[config.mk]
export PLATFORM = sky130hd
export DESIGN_NAME = pixel_stream_tx
export DESIGN_NICKNAME = d
export VERILOG_FILES = /design/src/rtl/pixel_stream_tx.sv
export SDC_FILE = /design/constraint.sdc
export NUM_CORES = 1
export LEC_CHECK = 0
export CORE_MARGIN = 1
export CORE_UTILIZATION = 25
export CTS_BUF_LIST = sky130_fd_sc_hd__clkbuf_4
export CTS_CLUSTER_DIAMETER = 60
export DETAILED_ROUTE_END_ITERATION = 10
export PLACE_DENSITY_LB_ADDON = 0.2
export SLEW_MARGIN = 20
export SYNTH_ARGS = -nofsm -noshare
export SYNTH_HDL_FRONTEND = slang
export SYNTH_SLANG_ARGS = --single-unit
[constraint.sdc]
create_clock -name clk -period 4.1 [get_ports clk]
set_input_delay 0.41 -clock clk [delete_from_list [all_inputs] [get_ports clk]]
set_output_delay 0.41 -clock clk [all_outputs]
set_load 0.02 [all_outputs]
[src/rtl/pixel_stream_tx.sv]
// rtl/pixel_stream_tx.sv - raster-order image RAM reader presenting pixels on a ready/valid stream
module pixel_stream_tx #(
   parameter int I_F_BW = 8,
   parameter int IX     = 28,
   parameter int IY     = 28,
   parameter int ADDR_W = $clog2(IX*IY),
   localparam int RW    = $clog2(IY),
   localparam int CW    = $clog2(IX)
) (
   input  logic              clk,
   input  logic              reset_n,
   input  logic              i_start,
   output logic              o_busy,
   output logic              o_done,
   output logic              o_rd_en,
   output logic [ADDR_W-1:0] o_rd_addr,
   input  logic [I_F_BW-1:0] i_rd_data,
   output logic              o_valid,
   input  logic              i_ready,
   output logic [I_F_BW-1:0] o_pixel,
   output logic [RW-1:0]     o_row,
   output logic [CW-1:0]     o_col,
   output logic              o_sof,
   output logic              o_eol,
   output logic              o_eof
);

   localparam logic [ADDR_W-1:0] ADDR_LAST = ADDR_W'(IX*IY-1);
   localparam logic [RW-1:0]     ROW_LAST  = RW'(IY-1);
   localparam logic [CW-1:0]     COL_LAST  = CW'(IX-1);

   typedef enum logic [1:0] {S_IDLE = 2'd0, S_STREAM = 2'd1, S_DONE = 2'd2} state_t;

   typedef struct packed {
      logic [I_F_BW-1:0] pix;
      logic [RW-1:0]     row;
      logic [CW-1:0]     col;
      logic              sof;
      logic              eol;
      logic              eof;
   } entry_t;

   state_t              r_state;
   state_t              w_state_nxt;
   logic [ADDR_W-1:0]   r_rd_addr;
   logic                r_rd_all;
   logic                r_inflight;
   logic [RW-1:0]       r_wr_row;
   logic [CW-1:0]       r_wr_col;
   logic [1:0]          r_cnt;
   entry_t              r_q0;
   entry_t              r_q1;

   entry_t              w_arr;
   entry_t              w_head;
   entry_t              w_out;
   entry_t              w_e0;
   entry_t              w_e1;
   logic                w_valid;
   logic                w_pop;
   logic [1:0]          w_total;
   logic [1:0]          w_cnt_nxt;
   logic                w_rd_en;
   logic                w_col_last;
   logic                w_row_last;

   // The read returning this cycle is treated as the queue tail, so it can be
   // presented the same cycle it lands when nothing older is stored.
   assign w_col_last = (r_wr_col == COL_LAST);
   assign w_row_last = (r_wr_row == ROW_LAST);
   assign w_arr      = {i_rd_data, r_wr_row, r_wr_col,
                        (r_wr_row == '0) && (r_wr_col == '0),
                        w_col_last, w_row_last && w_col_last};
   assign w_head     = (r_cnt != 2'd0) ? r_q0 : w_arr;
   assign w_valid    = (r_cnt != 2'd0) || r_inflight;
   assign w_pop      = w_valid && i_ready;
   assign w_total    = r_cnt + {1'b0, r_inflight};
   assign w_cnt_nxt  = w_total - {1'b0, w_pop};
   assign w_rd_en    = (r_state == S_STREAM) && !r_rd_all && (w_cnt_nxt < 2'd2);
   assign w_e0       = (r_cnt != 2'd0) ? r_q0 : w_arr;
   assign w_e1       = (r_cnt == 2'd2) ? r_q1 : w_arr;
   assign w_out      = w_valid ? w_head : '0;

   assign o_rd_en    = w_rd_en;
   assign o_rd_addr  = r_rd_addr;
   assign o_valid    = w_valid;
   assign o_pixel    = w_out.pix;
   assign o_row      = w_out.row;
   assign o_col      = w_out.col;
   assign o_sof      = w_out.sof;
   assign o_eol      = w_out.eol;
   assign o_eof      = w_out.eof;

   // Frame state register.
   always_ff @(posedge clk) begin
      if (!reset_n) r_state <= S_IDLE;
      else          r_state <= w_state_nxt;
   end

   // Frame sequencing: start request, end on acceptance of the last pixel, one-cycle done.
   always_comb begin
      w_state_nxt = r_state;
      o_busy      = 1'b0;
      o_done      = 1'b0;
      case (r_state)
         S_IDLE:   if (i_start) w_state_nxt = S_STREAM;
         S_STREAM: begin
            o_busy = 1'b1;
            if (w_pop && w_head.eof) w_state_nxt = S_DONE;
         end
         S_DONE:   begin
            o_done      = 1'b1;
            w_state_nxt = S_IDLE;
         end
         default:  w_state_nxt = S_IDLE;
      endcase
   end

   // Read address generator; address parks on the last pixel once all reads are issued.
   always_ff @(posedge clk) begin
      if (!reset_n) begin
         r_rd_addr  <= '0;
         r_rd_all   <= 1'b0;
         r_inflight <= 1'b0;
      end else begin
         r_inflight <= w_rd_en;
         if (r_state != S_STREAM) begin
            r_rd_addr <= '0;
            r_rd_all  <= 1'b0;
         end else if (w_rd_en) begin
            if (r_rd_addr == ADDR_LAST) r_rd_all  <= 1'b1;
            else                        r_rd_addr <= r_rd_addr + 1'b1;
         end
      end
   end

   // Row/column of the next returning pixel, advanced as each read lands.
   always_ff @(posedge clk) begin
      if (!reset_n || r_state != S_STREAM) begin
         r_wr_row <= '0;
         r_wr_col <= '0;
      end else if (r_inflight) begin
         if (w_col_last) begin
            r_wr_col <= '0;
            if (!w_row_last) r_wr_row <= r_wr_row + 1'b1;
         end else begin
            r_wr_col <= r_wr_col + 1'b1;
         end
      end
   end

   // Two-entry pixel queue: drop the head on pop, append any returning pixel behind it.
   always_ff @(posedge clk) begin
      if (!reset_n) begin
         r_cnt <= 2'd0;
         r_q0  <= '0;
         r_q1  <= '0;
      end else begin
         r_cnt <= w_cnt_nxt;
         r_q0  <= w_pop ? w_e1  : w_e0;
         r_q1  <= w_pop ? w_arr : w_e1;
      end
   end

endmodule

; ---- Word-level counts from Yosys, hierarchy flattened
; Cells that the tools add are included.
[op_classes]
order_cmp = 1
eq_ne = 9
n_addsub = 5
n_reduce_logical = 19
bitwise = 3
n_mux = 11
[ops]
columns = operator, n
row1 = $mux 21, 5
row2 = $add 10x1->10 const B, 1
row3 = $add 5x1->5 const B, 2
row4 = $eq 10x10->1 const B, 1
row5 = $eq 5x5->1 const B, 2
row6 = $logic_not 5->1, 2
row7 = $logic_and 1x1->1, 6
row8 = $reduce_and 2->1, 3
row9 = $mux 5, 1
row10 = $eq 2x2->1 const B, 2
row11 = $mux 2, 2
row12 = $ne 2x1->1 const B, 2
row13 = $pmux 2 s2, 1
row14 = $not 1->1, 3
row15 = $reduce_and 3->1, 1
row16 = $add 2x1->2, 1
row17 = $eq 2x1->1 const B, 1
row18 = $logic_not 1->1, 2
row19 = $logic_not 2->1, 1
row20 = $logic_or 1x1->1, 2
row21 = $lt 2x2->1 const B, 1
row22 = $mux 1, 2
row23 = $ne 2x2->1 const B, 1
row24 = $reduce_bool 2->1, 1
row25 = other kinds (2), 2
[totals]
reg_bits = 68
output_inout_bits = 35
inputBits = 12

; ---- Depth between registers and ports, before layout
[depth]
word_depth = 7
ltp_mapped = 10
ltp_nobuf = 8

; ---- Worst setup path before layout
; Ideal clock, no wire load.
[synth_path]
path_kind = flip-flop to output port
startpoint = register r_inflight
endpoint = output o_rd_en
t_arrival_ns = 2.105
stages_incl_launch_ff = 9
slack_ns = 1.585
path_cell_list = dfxtp_1 -> buf_2 -> o31ai_2 -> clkbuf_1 -> mux2i_1 -> ha_1 -> and2_1 -> mux2i_2 -> inv_2
[synth_via]
elab_chain_cells = 5
word_cells_on_any_way = 6
classes_between = add/sub (2) / order compare (1) / reduce/logical (3)
[synth_lines]
columns = element, line_no
row1 = from (decl), 47  ; logic r_inflight;
row2 = from (signal assigned), 126  ; r_inflight <= w_rd_en;
row3 = branches (longest 2 deep; another with $add 2x1->2), -
row4 = $sub 2x1->2 (*), 78  ; assign w_cnt_nxt = w_total - {1'b0, w_pop};
row5 = $lt 2x2->1 (*), 79  ; assign w_rd_en = (r_state == S_STREAM) && !r_rd_all && (w_cnt_nxt < 2'd2);
row6 = $logic_and 1x1->1 (*), 79
row7 = to (decl), 15  ; output logic o_rd_en,
; Mark *: on every way between the ends.

; ---- Worst setup path in the final report
; Same ends and word-level chain as after synthesis.

==> results.sh <==
export IMPL_cp_arrival_ns=2.72
export IMPL_report_final_slew_viol_count=0
export IMPL_rows=42
export IMPL_synth_xor_xnor_area_share=0.0181
export IMPL_hold_viol=0
export IMPL_cpLargestDelayFamily="buffers and inverters"
export IMPL_cts_resized=0
export IMPL_tritoncts="built"
export IMPL_outcome="complete, but fails checks"
export IMPL_synth_compound_area_frac=0.109
export IMPL_crit_buf_inv=2
export IMPL_synthSimpleGateAreaFrac=0.290
export IMPL_start_kind="register"
export IMPL_area_growth_pct=22.4
export IMPL_io_buffer_count=46
export IMPL_insertedDiodeCount=0
export IMPL_clk_pin_slew_ns=0.12
export IMPL_cpMaxStageDelayCell="clkdlybuf4s50_1"
export IMPL_cp_max_fo=9
export IMPL_via_per_inst=4.58
export IMPL_nets=468
export IMPL_grt_max_degree=49
export IMPL_ant_nets=0
export IMPL_synthAdderAreaFrac=0.0221
export IMPL_firstDrtPassIters=7
export IMPL_ys_flop_type="dfxtp_1"
export IMPL_cts_sinks=68
export IMPL_fin_setup_tns_ns=0
export IMPL_route_detailed_drc=1
export IMPL_core_mm2=0.0132
export IMPL_relSlewSlack=0.398
export IMPL_dp_cells=615
export IMPL_synth_distinct_cells=42
export IMPL_violations="DRC"
export IMPL_hold_buffers=0
export IMPL_clock_latency_ns=0.42
export IMPL_syn_nets=431
export IMPL_netlist_top_cells_area="dfxtp_1, mux2i_1, nand2_1"
export IMPL_post_route_util=0.313
export IMPL_min_period_ns=3.13
export IMPL_start_util=0.256
export IMPL_hold_path_class="register to register"
export IMPL_wl_met2_mm=3.81
export IMPL_vias=2887
export IMPL_post_cts_repair_setup_buffers=0
export IMPL_dpl_hpwl_mm=5.49
export IMPL_yosysWarnings=0
export IMPL_die_w_um=118
export IMPL_cts_buffer_depth=2
export IMPL_synth_top_family_by_area="simple AND/OR/NAND/NOR gates"
export IMPL_gp_congestion=0.732
export IMPL_globalRouteOverflowTotal=0
export IMPL_synthMuxAreaShare=0.119
export IMPL_root_buffer="clkbuf_4"
export IMPL_ys_seq_area_frac=0.401
export IMPL_slowest_delay_ns=0.57
export IMPL_ioPinCount=47
export IMPL_syn_avg_cell_area_um2=8.21
export IMPL_dr_wl_met3_um=335
export IMPL_synthDominantCellAreaShare=0.401
export IMPL_yosysTopAreaCell="dfxtp_1"
export IMPL_synth_cells=413
export IMPL_topRoutingLayerUsed="met4"
export IMPL_endpoint_kind="output port"
export IMPL_worst_ep_required_time_ns=3.69
export IMPL_grt_pass1_wl_mm=14.2
export IMPL_peakVddDrop_mv=0.128
export IMPL_tightest_slew_ns=0.903
export IMPL_ys_async_sr_fraction=0
export IMPL_rsz0062_at_grt="no"
export IMPL_max_freq_ghz=0.319
export IMPL_drive_gt1_frac=0.0659
export IMPL_met1_length_mm=4.18
export IMPL_avgRoutedWirePerCell_um=13.3
export IMPL_syn_cell_area_mm2=0.00339
export IMPL_p_leak_nw=1.61
export IMPL_grt_usage=0.129
export IMPL_worstPathCellList="o31ai_4 > mux2i_1 > ha_1 > and2_1 > mux2i_2 > inv_2 > clkdlybuf4s50_1"
export IMPL_die_area_mm2=0.0140
export IMPL_drtIter0Drc=150
export IMPL_maxCapViolations=0
export IMPL_setup_viol=0
export IMPL_cts_made_buffers=9
export IMPL_p_per_area_mw_per_mm2=349
export IMPL_grt_antenna_before_repair=0
export IMPL_layout_cells_non_filler=631
export IMPL_synth_seq_cells=68
export IMPL_fin_skew_ns=0.0234
export IMPL_finalPower_mw=1.45
export IMPL_drt_wl_total_mm=8.42
export IMPL_synth_edf_count=0
export IMPL_min_period_over_period=0.763
export IMPL_die_h_um=118
export IMPL_first_global_vias=2758
export IMPL_setup_worst_path_class="register to output port"
export IMPL_h_tree_depth=3
[worst register-to-register path: cells and delay by family, from the launching register on]
kind	cells	cell delay, ns
AOI/OAI and AO/OA	1	0.17
buffers and inverters	2	0.33
DFF	1	0.47
and+or+nand+nor	4	1.22
[final timing paths]
| kind | endpoint | depth (start not counted) | slack (ns) | from |
|---|---|---|---|---|
| worst min register to register | r_q1[10] | 2 | 0.47 | r_q1[10] |
| worst max-delay path | o_rd_en | 7 | 0.97 | r_inflight |
| worst max register to register | r_q0[8] | 7 | 1.79 | r_cnt[0] |
| worst min-delay path | r_q1[10] | 2 | 0.47 | r_q1[10] |
[layout by cell type, fill, tap and decap left out, drive strengths merged, types with 4 or more instances in the layout]
| master | netlist | layout |
|---|---|---|
| nand2 | 100 | 100 |
| buf | 8 | 8 |
| a21boi | 19 | 19 |
| clkbuf | 19 | 11 |
| a21oi | 9 | 9 |
| and3 | 24 | 24 |
| and2 | 10 | 10 |
| dfxtp | 68 | 68 |
| clkdlybuf4s50 | 0 | 45 |
| nand4 | 6 | 6 |
| nor2b | 5 | 5 |
| or4 | 4 | 4 |
| mux2i | 40 | 40 |
| xor2 | 4 | 4 |
| ha | 6 | 6 |
| nor2 | 39 | 39 |
| o21ai | 5 | 5 |
| inv | 6 | 6 |
| o211ai | 7 | 7 |
[power breakdown]
part	internal (mW)	total [mW]	leakage, nW	switching (mW)
registers	0.693	0.710	0.555	0.0164
logic	0.126	0.293	0.987	0.168
clock network	0.196	0.445	0.0682	0.249
[flip-flops by register name, indices dropped and copies added, names as in the netlist]
| signal | cells |
|---|---|
| r_q0 | 21 |
| r_q1 | 21 |
| o_rd_addr | 10 |
| r_wr_col | 5 |
| r_wr_row | 5 |
| r_cnt | 2 |
| r_state | 2 |
| r_inflight | 1 |
| r_rd_all | 1 |
[cell usage after synthesis (all sizes together), types with 7 or more instances]
master  number
nand2      100
dfxtp       68
mux2i       40
nor2        39
and3        24
a21boi      19
clkbuf      19
and2        10
a21oi        9
buf          8
o211ai       7
[final cells by class]
| cell class | instances | area (um^2) |
|---|---|---|
| Sequential cell | 68 | 1360 |
| Multi-Input combinational cell | 312 | 1900 |
| Fill cell | 1428 | 9090 |
| Inverter | 6 | 22.5 |
| Timing Repair Buffer | 53 | 508 |
| Clock buffer | 11 | 82.6 |
| Tap cell | 176 | 220 |
| Clock inverter | 5 | 52.6 |
[per-layer routing]
metal,up-vias,global-route usage
met5,-,0
met4,0,0.0403
met3,9,0.0362
met2,57,0.199
met1,1336,0.174
li1,1485,-
[metrics by stage]
step	cell area [um^2]	setup WS (ns)	hold slack [ns]
after global placement	4020	1.08	0.450
after global routing	4150	0.767	0.485
after CTS	4150	0.896	0.476
after floorplan	3390	1.59	0.438
final	4150	0.970	0.473
after detailed placement	4020	1.03	0.459
[cell families after synthesis]
group,after synthesis
xor gates and xnor gates,7
DFF,68
AOI/OAI and AO/OA,50
buffers and inverters,33
muxes,40
and+or+nand+nor,209
adders and majority gates,6
No activity file was read; power rests on OpenSTA's default activity.
==> variant, RTL diff (same flow settings) <==
Re-encode `state_t` (3 states) as one-hot, 3 bits wide.
--- a/src/rtl/pixel_stream_tx.sv
+++ b/src/rtl/pixel_stream_tx.sv
@@ -29,7 +29,7 @@
    localparam logic [RW-1:0]     ROW_LAST  = RW'(IY-1);
    localparam logic [CW-1:0]     COL_LAST  = CW'(IX-1);
 
-   typedef enum logic [1:0] {S_IDLE = 2'd0, S_STREAM = 2'd1, S_DONE = 2'd2} state_t;
+   typedef enum logic [2:0] {S_IDLE = 3'b001, S_STREAM = 3'b010, S_DONE = 3'b100} state_t;
 
    typedef struct packed {
       logic [I_F_BW-1:0] pix;
Behaviour: same outputs for any inputs over 10 cycles, from zero or initial values and one cycle with reset_n low; not proved beyond that.
==> variant against the unedited design <==
Die area shrank 0.14%; wire length up 3.7%; hold slack worse by 0.015 ns; sequential cell count grew 1; first-iteration DRC count grew 2.0%; global-route usage barely moved; sequential share of layout area increased by 0.45 points; final area about the same; synthesized area is 0.15% lower; synthesized cell count increased by 4.4%; setup slack worse by 0.12 ns; critical path type unchanged.
Power is not compared: it rests on default switching activity, and its combinational part moved more than twofold at a synthesized area within 25%.
==> variant: results (changes against the unedited design) <==
stage	metric	value	unit	change
yosys	syn_area_per_cell	7.86	µm²	was 8.21 µm²
detailed_routing	1st-pass router iterations	4		was 7
yosys	sequential share of the synthesized area	0.408		was 0.401
global_route	largest net degree at the start of global routing	46		was 49
detailed_routing	WL final	8730	µm	was 8420 µm
critical_path	reg-to-reg endpoint	r_q1[9]		was r_q0[8]
global_route	vias in the first global route	2917		was 2758
detailed_routing	number of DRC markers in iteration 0	153		was 150
finish	Final Net Count	480		was 468
placed_design	placed cells	627		was 615
finish	layout cells sized above 1	0.0621		was 0.0659
timing	Fmax	307	MHz	was 319 MHz
detailed_routing	DR DRC count	0		was 1
critical_path	Crit Path Max Fanout	18		was 9
placed_design	Final GP Congestion	0.745		was 0.732
critical_path	R2R depth	4		was 7
critical_path	CP max-delay cell	and2_1		was clkdlybuf4s50_1
critical_path	CP Launch Point	r_cnt[0]		was r_inflight
yosys	dominant cells by area after synthesis	dfxtp_1 (41%), nand2_1 (12%), a211oi_1 (6.0%), a21oi_1 (5.2%), a311oi_1 (3.6%)		was dfxtp_1 (40%), mux2i_1 (12%), nand2_1 (11%), and3_1 (4.4%), nor2_1 (4.3%)
critical_path	CP peak stage delay	0.77	ns	was 0.57 ns
placed_design	DP Area	0.00399	mm²	was 0.00402 mm²
placed_design	DP Worst Slack	1.09	ns	was 1.03 ns
critical_path	flop2flop setup slack	1.73	ns	was 1.79 ns
finish	final cell count without fillers	643		was 631
timing	Slew @ Worst Pin	0.905	ns	was 0.903 ns
yosys	Post-synth top cells	nand2_1 (110), dfxtp_1 (69), a21oi_1 (35)		was nand2_1 (100), dfxtp_1 (68), mux2i_1 (39), nor2_1 (39), and3_1 (24)
status	status	finished, final reports clean		was finished with violations
yosys	Syn Nets	449		was 431
==> variant: cell types whose count changed in the layout (fill, tap and decap cells not counted), moves of 10 or more <==
cell | before | now
a21boi_0 | 19 | 1
a211oi_1 | 0 | 27
and3_1 | 24 | 0
nor2_1 | 39 | 28
nand2_1 | 100 | 110
a311oi_1 | 0 | 14
nor2b_1 | 4 | 17
mux2i_1 | 39 | 9
a21oi_1 | 9 | 35
==> variant: how the worst min path moves through the flow <==
stage / startpoint / to / slack (ns)
2_1_floorplan: r_q1[13] / r_q1[13] / 0.43
3_3_place_gp: r_q1[3] / r_q1[3] / 0.44
3_5_place_dp: r_q1[1] / r_q1[1] / 0.45
4_1_cts: r_q1[12] / r_q1[12] / 0.46
5_1_grt: r_q1[7] / r_q1[7] / 0.48
6_report: r_q1[11] / r_q1[11] / 0.46
==> variant: cell type report <==
type	instances	area (µm²)
tap	176	220
clock inverter	4	72.6
inverter	9	33.8
fill	1454	9090
multi-input combinational	321	1850
timing repair buffer	52	505
sequential	69	1380
clock buffer	12	90.1
==> variant: power by group <==
| part | switching, mW | internal [mW] |
|---|---|---|
| clock network | 0.241 | 0.268 |
| logic | 0.0488 | 0.0361 |
| registers | 0.00803 | 0.686 |
==> variant: cells by family (layout without fill, tap and decap cells) <==
family / Yosys count / count (layout) / share of synthesized area
AND/OR/NAND/NOR: 203 / 203 / 0.279
buffers and inverters: 41 / 77 / 0.0499
XOR/XNOR: 6 / 6 / 0.0155
adder cells (fa/ha/maj): 6 / 6 / 0.0222
flip-flops: 69 / 69 / 0.408
multiplexers: 10 / 10 / 0.0299
AO/OA/AOI/OAI: 96 / 96 / 0.195
==> variant: worst reg2reg max path: stages, from the launching register on <==
cell	delay, ns
dfxtp_1	0.48
nor2b_2	0.73
nand2_1	0.69
nand2_1	0.24
a21oi_1	0.08
==> variant: layer usage <==
layer  up-vias  part of all wire  GRT usage
met3        10             0.032     0.0227
li1       1569                 -          -
met5         -                 0          0
met2        45              0.45      0.209
met4         0             0.011     0.0475
met1      1456              0.50      0.172
